$ cat config.mk
export PLATFORM = sky130hd
export DESIGN_NAME = mul_div_sequencer
export DESIGN_NICKNAME = d
export VERILOG_FILES = /design/src/rtl/pipe_pkg.sv /design/src/rtl/mul_div_sequencer.sv
export SDC_FILE = /design/constraint.sdc
export NUM_CORES = 1
export LEC_CHECK = 0
export ABC_AREA = 0
export ABC_CLOCK_PERIOD_IN_PS = 8700
export BUFFER_PORTS_ARGS = -buffer_cell sky130_fd_sc_hd__buf_2
export CAP_MARGIN = 20
export CORE_ASPECT_RATIO = 0.8
export CORE_MARGIN = 10
export CORE_UTILIZATION = 49
export CTS_CLUSTER_DIAMETER = 120
export DETAILED_ROUTE_END_ITERATION = 10
export GPL_ROUTABILITY_DRIVEN = 1
export PLACE_DENSITY = 0.81
export SETUP_SLACK_MARGIN = 0.2
export SYNTH_ARGS = -nofsm -noshare
export SYNTH_HDL_FRONTEND = slang
export SYNTH_SLANG_ARGS = --single-unit
$ cat constraint.sdc
create_clock -name clk -period 8.7 [get_ports clk]
set_input_delay 1.74 -clock clk [delete_from_list [all_inputs] [get_ports clk]]
set_output_delay 1.74 -clock clk [all_outputs]
set_load 0.01 [all_outputs]
$ cat src/rtl/pipe_pkg.sv
// rtl/pipe_pkg.sv - shared pipeline encodings: ALU controls, mul/div ops, sequencer states
package pipe_pkg;

    // ALU control encodings shared by alu, decoder and mul_div_sequencer
    localparam logic [2:0] ALU_ADD = 3'b000;
    localparam logic [2:0] ALU_SUB = 3'b001;
    localparam logic [2:0] ALU_AND = 3'b010;
    localparam logic [2:0] ALU_OR  = 3'b011;
    localparam logic [2:0] ALU_SLT = 3'b101;

    // mul_div_sequencer operation select
    localparam logic OP_MUL  = 1'b0;
    localparam logic OP_DIVU = 1'b1;

    typedef enum logic [1:0] {
        MDS_IDLE = 2'd0,
        MDS_MUL  = 2'd1,
        MDS_DIV  = 2'd2,
        MDS_DONE = 2'd3
    } mds_state_t;

endpackage

$ cat src/rtl/mul_div_sequencer.sv
// rtl/mul_div_sequencer.sv - iterative unsigned MUL/DIVU sequencer borrowing the shared ALU
//
// Ports:
//   clk, reset            clock, asynchronous active-high reset
//   Start, Op             request pulse (taken only in IDLE), 0 = MUL, 1 = DIVU
//   OperandA, OperandB    multiplicand/dividend, multiplier/divisor
//   AluOwn                high while this block drives the shared ALU
//   ALUControl, SrcA/SrcB ALU control and operands (0 when not owning)
//   ALUResult             combinational result from the shared ALU
//   Busy, Stall           high in MUL, DIV and DONE
//   Done                  one-cycle pulse in DONE
//   Result, Remainder     product/quotient and remainder, held until next accepted Start
module mul_div_sequencer
    import pipe_pkg::*;
#(
    parameter int WIDTH = 32,
    parameter int CNT_W = 5
) (
    input  logic             clk,
    input  logic             reset,
    input  logic             Start,
    input  logic             Op,
    input  logic [WIDTH-1:0] OperandA,
    input  logic [WIDTH-1:0] OperandB,
    output logic             AluOwn,
    output logic [2:0]       ALUControl,
    output logic [WIDTH-1:0] SrcA,
    output logic [WIDTH-1:0] SrcB,
    input  logic [WIDTH-1:0] ALUResult,
    output logic             Busy,
    output logic             Stall,
    output logic             Done,
    output logic [WIDTH-1:0] Result,
    output logic [WIDTH-1:0] Remainder
);

    mds_state_t state, state_nxt;

    logic [WIDTH-1:0] acc, mcand, mplier;
    logic [WIDTH-1:0] rem, quo, dvsr;
    logic [CNT_W-1:0] cnt;

    logic [WIDTH:0]   rs;
    logic             ge;
    logic             last;
    logic             div_by_zero;

    // Partial remainder shifted left with the next dividend bit; it can reach
    // 33 bits, so the compare is done locally rather than through the ALU.
    assign rs          = {rem, quo[WIDTH-1]};
    assign ge          = rs >= {1'b0, dvsr};
    assign last        = (cnt == {CNT_W{1'b1}});
    assign div_by_zero = (Op == OP_DIVU) && (OperandB == '0);

    assign Busy  = (state != MDS_IDLE);
    assign Stall = Busy;
    assign Done  = (state == MDS_DONE);

    always_ff @(posedge clk or posedge reset) begin
        if (reset) begin
            state <= MDS_IDLE;
        end else begin
            state <= state_nxt;
        end
    end

    always_comb begin
        state_nxt  = state;
        AluOwn     = 1'b0;
        ALUControl = ALU_ADD;
        SrcA       = '0;
        SrcB       = '0;
        case (state)
            MDS_IDLE: begin
                if (Start) begin
                    if (Op == OP_MUL) begin
                        state_nxt = MDS_MUL;
                    end else if (div_by_zero) begin
                        state_nxt = MDS_DONE;
                    end else begin
                        state_nxt = MDS_DIV;
                    end
                end
            end
            MDS_MUL: begin
                AluOwn     = 1'b1;
                ALUControl = ALU_ADD;
                SrcA       = acc;
                SrcB       = mplier[0] ? mcand : '0;
                if (last) begin
                    state_nxt = MDS_DONE;
                end
            end
            MDS_DIV: begin
                // Difference is only kept when ge, in which case it fits in 32 bits.
                AluOwn     = 1'b1;
                ALUControl = ALU_SUB;
                SrcA       = rs[WIDTH-1:0];
                SrcB       = dvsr;
                if (last) begin
                    state_nxt = MDS_DONE;
                end
            end
            MDS_DONE: begin
                state_nxt = MDS_IDLE;
            end
            default: begin
                state_nxt = MDS_IDLE;
            end
        endcase
    end

    always_ff @(posedge clk or posedge reset) begin
        if (reset) begin
            acc       <= '0;
            mcand     <= '0;
            mplier    <= '0;
            rem       <= '0;
            quo       <= '0;
            dvsr      <= '0;
            cnt       <= '0;
            Result    <= '0;
            Remainder <= '0;
        end else begin
            case (state)
                MDS_IDLE: begin
                    if (Start) begin
                        cnt    <= '0;
                        acc    <= '0;
                        mcand  <= OperandA;
                        mplier <= OperandB;
                        rem    <= '0;
                        quo    <= OperandA;
                        dvsr   <= OperandB;
                        if (div_by_zero) begin
                            Result    <= '1;
                            Remainder <= OperandA;
                        end else begin
                            Result    <= '0;
                            Remainder <= '0;
                        end
                    end
                end
                MDS_MUL: begin
                    acc    <= ALUResult;
                    mcand  <= mcand << 1;
                    mplier <= mplier >> 1;
                    cnt    <= cnt + 1'b1;
                    if (last) begin
                        Result    <= ALUResult;
                        Remainder <= '0;
                    end
                end
                MDS_DIV: begin
                    rem <= ge ? ALUResult : rs[WIDTH-1:0];
                    quo <= {quo[WIDTH-2:0], ge};
                    cnt <= cnt + 1'b1;
                    if (last) begin
                        Result    <= {quo[WIDTH-2:0], ge};
                        Remainder <= ge ? ALUResult : rs[WIDTH-1:0];
                    end
                end
                default: begin
                end
            endcase
        end
    end

endmodule

Yosys cells after proc, flatten, opt, wreduce, memory -nomap -nowiden
Cells that the tools add are included.
{ "word_totals": {"output_inout_bits": 135, "inputBits": 100, "register_bits": 263, "wordCells": 66} }
{ "op_classes": {"reduce_logical": 15, "eq_ne": 8, "n_mux": 31, "order_cmp": 1, "add_sub_neg": 1} }
{ "op_table": {"columns": ["cell", "n"], "rows": [
  ["$pmux 32 s2", 7],
  ["$mux 32", 13],
  ["$pmux 32 s3", 2],
  ["$ge 33x32->1", 1],
  ["$logic_not 32->1", 1],
  ["$pmux 5 s2", 1],
  ["$reduce_and 2->1", 5],
  ["$reduce_bool 2->1", 4],
  ["$mux 2", 3],
  ["$ne 2x2->1 const B", 3],
  ["$pmux 2 s3", 1],
  ["$add 5x1->5 const B", 1],
  ["$eq 5x5->1 const B", 1],
  ["$mux 5", 1],
  ["$eq 2x2->1 const B", 2],
  ["$reduce_and 4->1", 1],
  ["$mux 1", 3],
  ["$reduce_bool 3->1", 1],
  ["$eq 2x1->1 const B", 1],
  ["$logic_not 2->1", 1],
  ["$ne 2x1->1 const B", 1],
  ["$reduce_or 2->1", 1],
  ["$logic_and 1x1->1", 1]
]} }

Depth between registers and ports, before layout
Gate-level depths: netlist of run 1.
{ "depth": {"word_depth": 6, "mapped_depth": 12, "ltp_nobuf": 9} }

Worst setup path after synthesis of run 1
OpenSTA, ideal clock, no wires.
{ "synth_path": {"path_kind": "register -> output", "startpoint": "register state[0]", "endpoint": "output port SrcA[14]", "required_time_ns": 6.960, "path_buffers": 3, "slack_ns": 5.157, "arrival_time_ns": 1.803, "stages_incl_launch_ff": 7, "cell_sequence": "dfrtp_1 > inv_1 > ha_1 > clkbuf_1 > clkbuf_1 > clkbuf_1 > nor2b_1"} }
{ "synth_between": {"elab_chain_cells": 2, "word_cells_on_any_way": 3, "classes_between": "eq/ne: 2; mux: 1"} }
{ "synth_lines": {"columns": ["item", "line_no", "rtl"], "rows": [
  ["start: declaration", "mul_div_sequencer.sv:37", "mds_state_t state, state_nxt;"],
  ["start signal: assignment", "mul_div_sequencer.sv:63", "state <= state_nxt;"],
  ["$eq 2x2->1 or $eq 2x1->1 (tied branches)", "mul_div_sequencer.sv:73", "case (state)"],
  ["$pmux 32 s2 (*)", "mul_div_sequencer.sv:73", null],
  ["end: declaration", "mul_div_sequencer.sv:27", "output logic [WIDTH-1:0] SrcA,"]
]} }
Every way passes the cells marked *; elsewhere a longest branch is shown, timed or not.

Worst setup path after layout of run 1
{ "layout_path": {"startpoint": "register state[0]", "endpoint": "output port SrcA[3]"} }
The elaborated chain is that of the path after synthesis.

==> results of run 1 <==
metrics by stage:
stage          cells  utilization
2_1_floorplan   1461            -
3_3_place_gp    1956        0.543
3_5_place_dp    1957        0.544
4_1_cts         2009        0.579
5_1_grt         2012        0.579
6_report        2012        0.579
metal layers:
metal,vias to the layer above,GRT usage,share of wire
li1,5447,-,-
met1,5867,0.367,0.46
met2,566,0.348,0.41
met3,74,0.0592,0.097
met4,0,0.0687,0.028
met5,-,0,0
sequential cells by signal (all words and copies together), names as in the netlist:
signal / flops
quo: 32
mcand: 32
mplier: 32
cnt: 5
state: 2
Result: 32
rem: 32
Remainder: 32
dvsr: 32
acc: 32
layout make-up:
type / instances / area, µm² / area share
Tap cell: 370 / 463 / 0.0283
Sequential cell: 263 / 6580 / 0.403
Timing Repair Buffer: 248 / 1310 / 0.0800
Clock inverter: 10 / 109 / 0.00667
Clock buffer: 42 / 875 / 0.0536
Multi-Input combinational cell: 1036 / 6840 / 0.419
Inverter: 40 / 154 / 0.00942
Antenna cell: 3 / 7.51 / 0.000460
synthesized netlist by cell type, types with 39 or more instances:
cell      count
clkbuf_1    100
nand2_1     239
a21oi_1      74
inv_1        40
a22o_1       64
o21ai_0     138
nor2_1       72
ha_1         39
nor2b_1      67
a22oi_1      64
dfrtp_1     263
mux2_2       58
mux2i_1     126
logic make-up (layout without fill, tap and decap cells):
kind of cell / count (synthesis) / in the layout / synth area share
other: 1 / 5 / 0.000269
flip-flops: 263 / 263 / 0.471
buffers and inverters: 162 / 340 / 0.0459
AND/OR/NAND/NOR: 413 / 413 / 0.130
adder cells (fa/ha/maj): 39 / 39 / 0.0349
multiplexers: 189 / 189 / 0.141
AO/OA/AOI/OAI: 393 / 393 / 0.177
path summary, 6_finish.rpt:
path,start,end,cells after the start
worst max-delay path,state[0],SrcA[3],6
worst min-delay path,mplier[0],mplier[0],2
worst max register to register,state[0],Remainder[16],8
worst min register to register,mplier[0],mplier[0],2
max in group asynchronous,reset,mcand[23],3
min in group asynchronous,reset,quo[27],2
critical path: stages (launching register included):
cell     delay (ps)
dfrtp_1         460
inv_1           190
ha_4            820
buf_4           740
a22oi_1         230
nor2b_1         160
buf_2           140
power by group through the flow:
stage                     clock [mW]  sequential (mW)  combinational (mW)
after floorplan                    0             2.19                2.33
after global placement             0             2.28                3.21
after detailed placement           0             2.30                3.33
after CTS                       1.28             2.28                3.35
after global routing            1.33             2.36                3.69
final                           1.27             2.30                3.35
==> results.json, run 1 <==
{
  "power.density_nw_per_um2": 423,
  "post_cts_buffers": 0,
  "r2r_slack_ps": 4900,
  "num_vias": 12000,
  "start_util": 0.495,
  "switching_power_mw": 3.05,
  "drt_iter0_markers": 1117,
  "area_delta_synth_final_pct": 17.0,
  "wl_per_cell_um": 22.6,
  "swShare": 0.442,
  "cp_data_required_time_ps": 6960,
  "synth_cells": 1460,
  "status": "completed",
  "whs_ps": 477,
  "mostFrequentLayoutCells": "263 x dfrtp_1, 239 x nand2_1, 232 x buf_2",
  "cp-start-kind": "register",
  "final_nets": 1756,
  "place_ws_ps": 4180,
  "finalSetupViolCount": 0,
  "cts_buffers": 28,
  "seqPwrFrac": 0.332,
  "p_total_mw": 6.91,
  "grt_pass1_vias": 11800,
  "synth_edf_count": 0,
  "grt_usage": 0.247,
  "ys_seq_area_frac": 0.471,
  "yosys.cell_types.count": 40,
  "die_h_um": 171,
  "fillers": 2416,
  "grt-ovfl-total": 0,
  "fin_setup_tns_ps": 0,
  "ir_drop_mv": 0.283,
  "endpoint_kind": "output port",
  "cts_buffer_depth": 3,
  "cts_root_buf": "clkbuf_16",
  "ys_dominant_reg_cell": "dfrtp_1",
  "place.gp.congestion": 0.943,
  "rsz0062_at_grt": "no",
  "power_leakage_nw": 7.27,
  "grt_pass1_wl_um": 70600,
  "clkSlewWorstSetupHoldPaths_ps": 60,
  "worst_pin_slew_ps": 1150,
  "fmax_mhz": 195,
  "antenna_found_initial": 3,
  "via_per_inst": 5.94,
  "synth_warnings": 0,
  "cts_htree_levels": 1,
  "pin_count": 235,
  "synth_top_cell_by_area": "dfrtp_1",
  "dp_hpwl_um": 31400,
  "die_area_um2": 35700,
  "rows": 55,
  "fin_ws_ps": 3570,
  "async_flop_share": 1.00,
  "post_cts_resized": 0,
  "arrival_ps": 3390,
  "final_cell_area_um2": 16300,
  "port_buffers": 232,
  "p_clk_frac": 0.184,
  "drive_above_1_share": 0.225,
  "drv_slew": 0,
  "ant_nets": 0,
  "dr.pass1.iters": 5,
  "ys_ff_latch": 263,
  "final_common_cell": "dfrtp_1",
  "core_area_um2": 28200,
  "clk-insertion-delay-late_ps": 550,
  "finalClockSkew_ps": 15.4,
  "dpl-instance-area_um2": 15300,
  "drt-total-wl_um": 45500,
  "synth_area_leaders": "dfrtp_1 47%, mux2i_1 9.0%, nand2_1 6.4%, o21ai_0 4.9%, mux2_2 4.7%",
  "p_int_mw": 3.86,
  "comb_power_share": 0.484,
  "syn_avg_cell_area_um2": 9.56,
  "finalHoldViolCount": 0,
  "finalCritPeriodShare": 0.590,
  "fin_crit_ps": 5130,
  "synthesis.area_um2": 14000,
  "drc": 0,
  "worstHoldPathType": "register to register",
  "die_w_um": 209,
  "crit_type": "register to output port",
  "crit_fanout": 74,
  "grt_max_degree": 181,
  "cts_tree": "yes",
  "drv_cap": 0,
  "cts_sinks": 263,
  "synth_top_area_share": 0.471,
  "slew-limit-headroom": 0.233,
  "cts_hold_buffers": 0
}
Power figures use the tool's default switching activity.
==> inputs of run 2 (changes only) <==
--- a/config.mk
+++ b/config.mk
@@ -6,7 +6,7 @@
 export NUM_CORES = 1
 export LEC_CHECK = 0
 export ABC_AREA = 0
-export ABC_CLOCK_PERIOD_IN_PS = 8700
+export ABC_CLOCK_PERIOD_IN_PS = 5000
 export BUFFER_PORTS_ARGS = -buffer_cell sky130_fd_sc_hd__buf_2
 export CAP_MARGIN = 20
 export CORE_ASPECT_RATIO = 0.8
@@ -15,7 +15,7 @@
 export CTS_CLUSTER_DIAMETER = 120
 export DETAILED_ROUTE_END_ITERATION = 10
 export GPL_ROUTABILITY_DRIVEN = 1
-export PLACE_DENSITY = 0.81
+export PLACE_DENSITY = 0.78
 export SETUP_SLACK_MARGIN = 0.2
 export SYNTH_ARGS = -nofsm -noshare
 export SYNTH_HDL_FRONTEND = slang
==> constraint.sdc (replaced) <==
create_clock -name clk -period 5 [get_ports clk]
set_input_delay 1 -clock clk [delete_from_list [all_inputs] [get_ports clk]]
set_output_delay 1 -clock clk [all_outputs]
set_load 0.01 [all_outputs]
==> results.json, run 2 (synthesis gave the netlist of run 1 again) <==
{
  "placed_cells": 1961,
  "clk-insertion-delay-late_ps": 560,
  "drc": 0,
  "cts_hold_buffers": 0,
  "place.gp.congestion": 0.933,
  "cts_buffers": 28,
  "dr.pass1.iters": 7,
  "rsz0062_at_grt": "no",
  "power.density_nw_per_um2": 732,
  "port_buffers": 232,
  "pin_count": 235,
  "fin_setup_tns_ps": 0,
  "final_nets": 1760,
  "area_delta_synth_final_pct": 17.3,
  "finalClockSkew_ps": 18.6,
  "final_common_cell": "dfrtp_1",
  "arrival_ps": 2870,
  "clkSlewWorstSetupHoldPaths_ps": 60,
  "fin_util": 0.581,
  "grt_usage": 0.246,
  "whs_ps": 468,
  "swShare": 0.439,
  "die_area_um2": 35700,
  "drv_cap": 0,
  "p_int_mw": 6.73,
  "ir_drop_mv": 0.548,
  "worst_pin_slew_ps": 1080,
  "cts_root_buf": "clkbuf_16",
  "seqPwrFrac": 0.333,
  "drv_slew": 0,
  "drt-total-wl_um": 45100,
  "finalSetupViolCount": 0,
  "antenna_found_initial": 7,
  "cts_sinks": 263,
  "stdcell_count": 2017,
  "worstHoldPathType": "register to register",
  "post_cts_buffers": 0,
  "die_w_um": 209,
  "cp-start-kind": "register",
  "status": "completed",
  "fin_crit_ps": 3870,
  "cp_data_required_time_ps": 4000,
  "start_util": 0.495,
  "grt_max_degree": 132,
  "comb_power_share": 0.485,
  "fmax_mhz": 258,
  "wl_per_cell_um": 22.4,
  "grt_pass1_wl_um": 70700,
  "crit_type": "register to output port",
  "post_cts_resized": 0,
  "num_vias": 12000,
  "endpoint_kind": "output port",
  "dp_hpwl_um": 31600,
  "finalCritPeriodShare": 0.774,
  "mostFrequentLayoutCells": "263 x dfrtp_1, 239 x nand2_1, 232 x buf_2",
  "power_leakage_nw": 7.30,
  "die_h_um": 171,
  "p_clk_frac": 0.182,
  "drt_iter0_markers": 1163,
  "ant_nets": 0,
  "slew-limit-headroom": 0.282,
  "switching_power_mw": 5.27,
  "grt_pass1_vias": 11900,
  "grt-ovfl-total": 0,
  "p_total_mw": 12.0,
  "crit_fanout": 40,
  "cts_htree_levels": 1,
  "core_area_um2": 28200,
  "cts_buffer_depth": 3,
  "finalHoldViolCount": 0,
  "cts_tree": "yes",
  "rows": 55,
  "via_per_inst": 5.93,
  "drive_above_1_share": 0.224
}
==> run 2: final cells by class <==
type / count / area [µm²]
fillers: 2461 / 11800
multi-input cells: 1036 / 6840
flip-flops and latches: 263 / 6580
repair buffers: 252 / 1360
clock buffers: 43 / 847
well taps: 370 / 463
inverters: 40 / 154
clock inverters: 8 / 126
diodes: 5 / 12.5
==> run 2: worst paths after layout <==
check	startpoint	slack, ps	depth (start not counted)	to
worst max-delay path	state[0]	1130	6	SrcA[14]
worst min-delay path	mplier[0]	470	2	mplier[0]
worst max register to register	rem[26]	1650	8	Remainder[14]
worst min register to register	mplier[0]	470	2	mplier[0]
max in group asynchronous	reset	3400	3	dvsr[22]
min in group asynchronous	reset	540	2	rem[25]
==> run 2: routing by layer <==
layer / share of wire / global-route usage / vias up
li1: - / - / 5451
met1: 0.46 / 0.366 / 5876
met2: 0.42 / 0.354 / 556
met3: 0.096 / 0.0605 / 69
met4: 0.017 / 0.0500 / 6
met5: 0.00073 / 0 / -
==> run 2: worst max-delay path, stage by stage, from the launching register on <==
cell and delay, ps:
dfrtp_1 480, inv_1 200, ha_4 470, buf_4 520, a22oi_1 170, nor2b_1 280, buf_2 190
==> run 2: metrics by stage <==
step	area [µm²]	worst slack (ps)
finish	16400	1130
floorplan	14000	530
detailed placement	15400	1620
CTS	16400	1200
global route	16400	979
global placement	15400	1680
==> run 2: power by group through the flow <==
stage / Clock, mW / Combinational [mW] / Sequential (mW)
global route: 2.31 / 6.44 / 4.10
global placement: 0 / 5.61 / 3.94
floorplan: 0 / 4.05 / 3.81
CTS: 2.22 / 5.81 / 3.97
detailed placement: 0 / 5.78 / 4.00
finish: 2.19 / 5.81 / 4.00
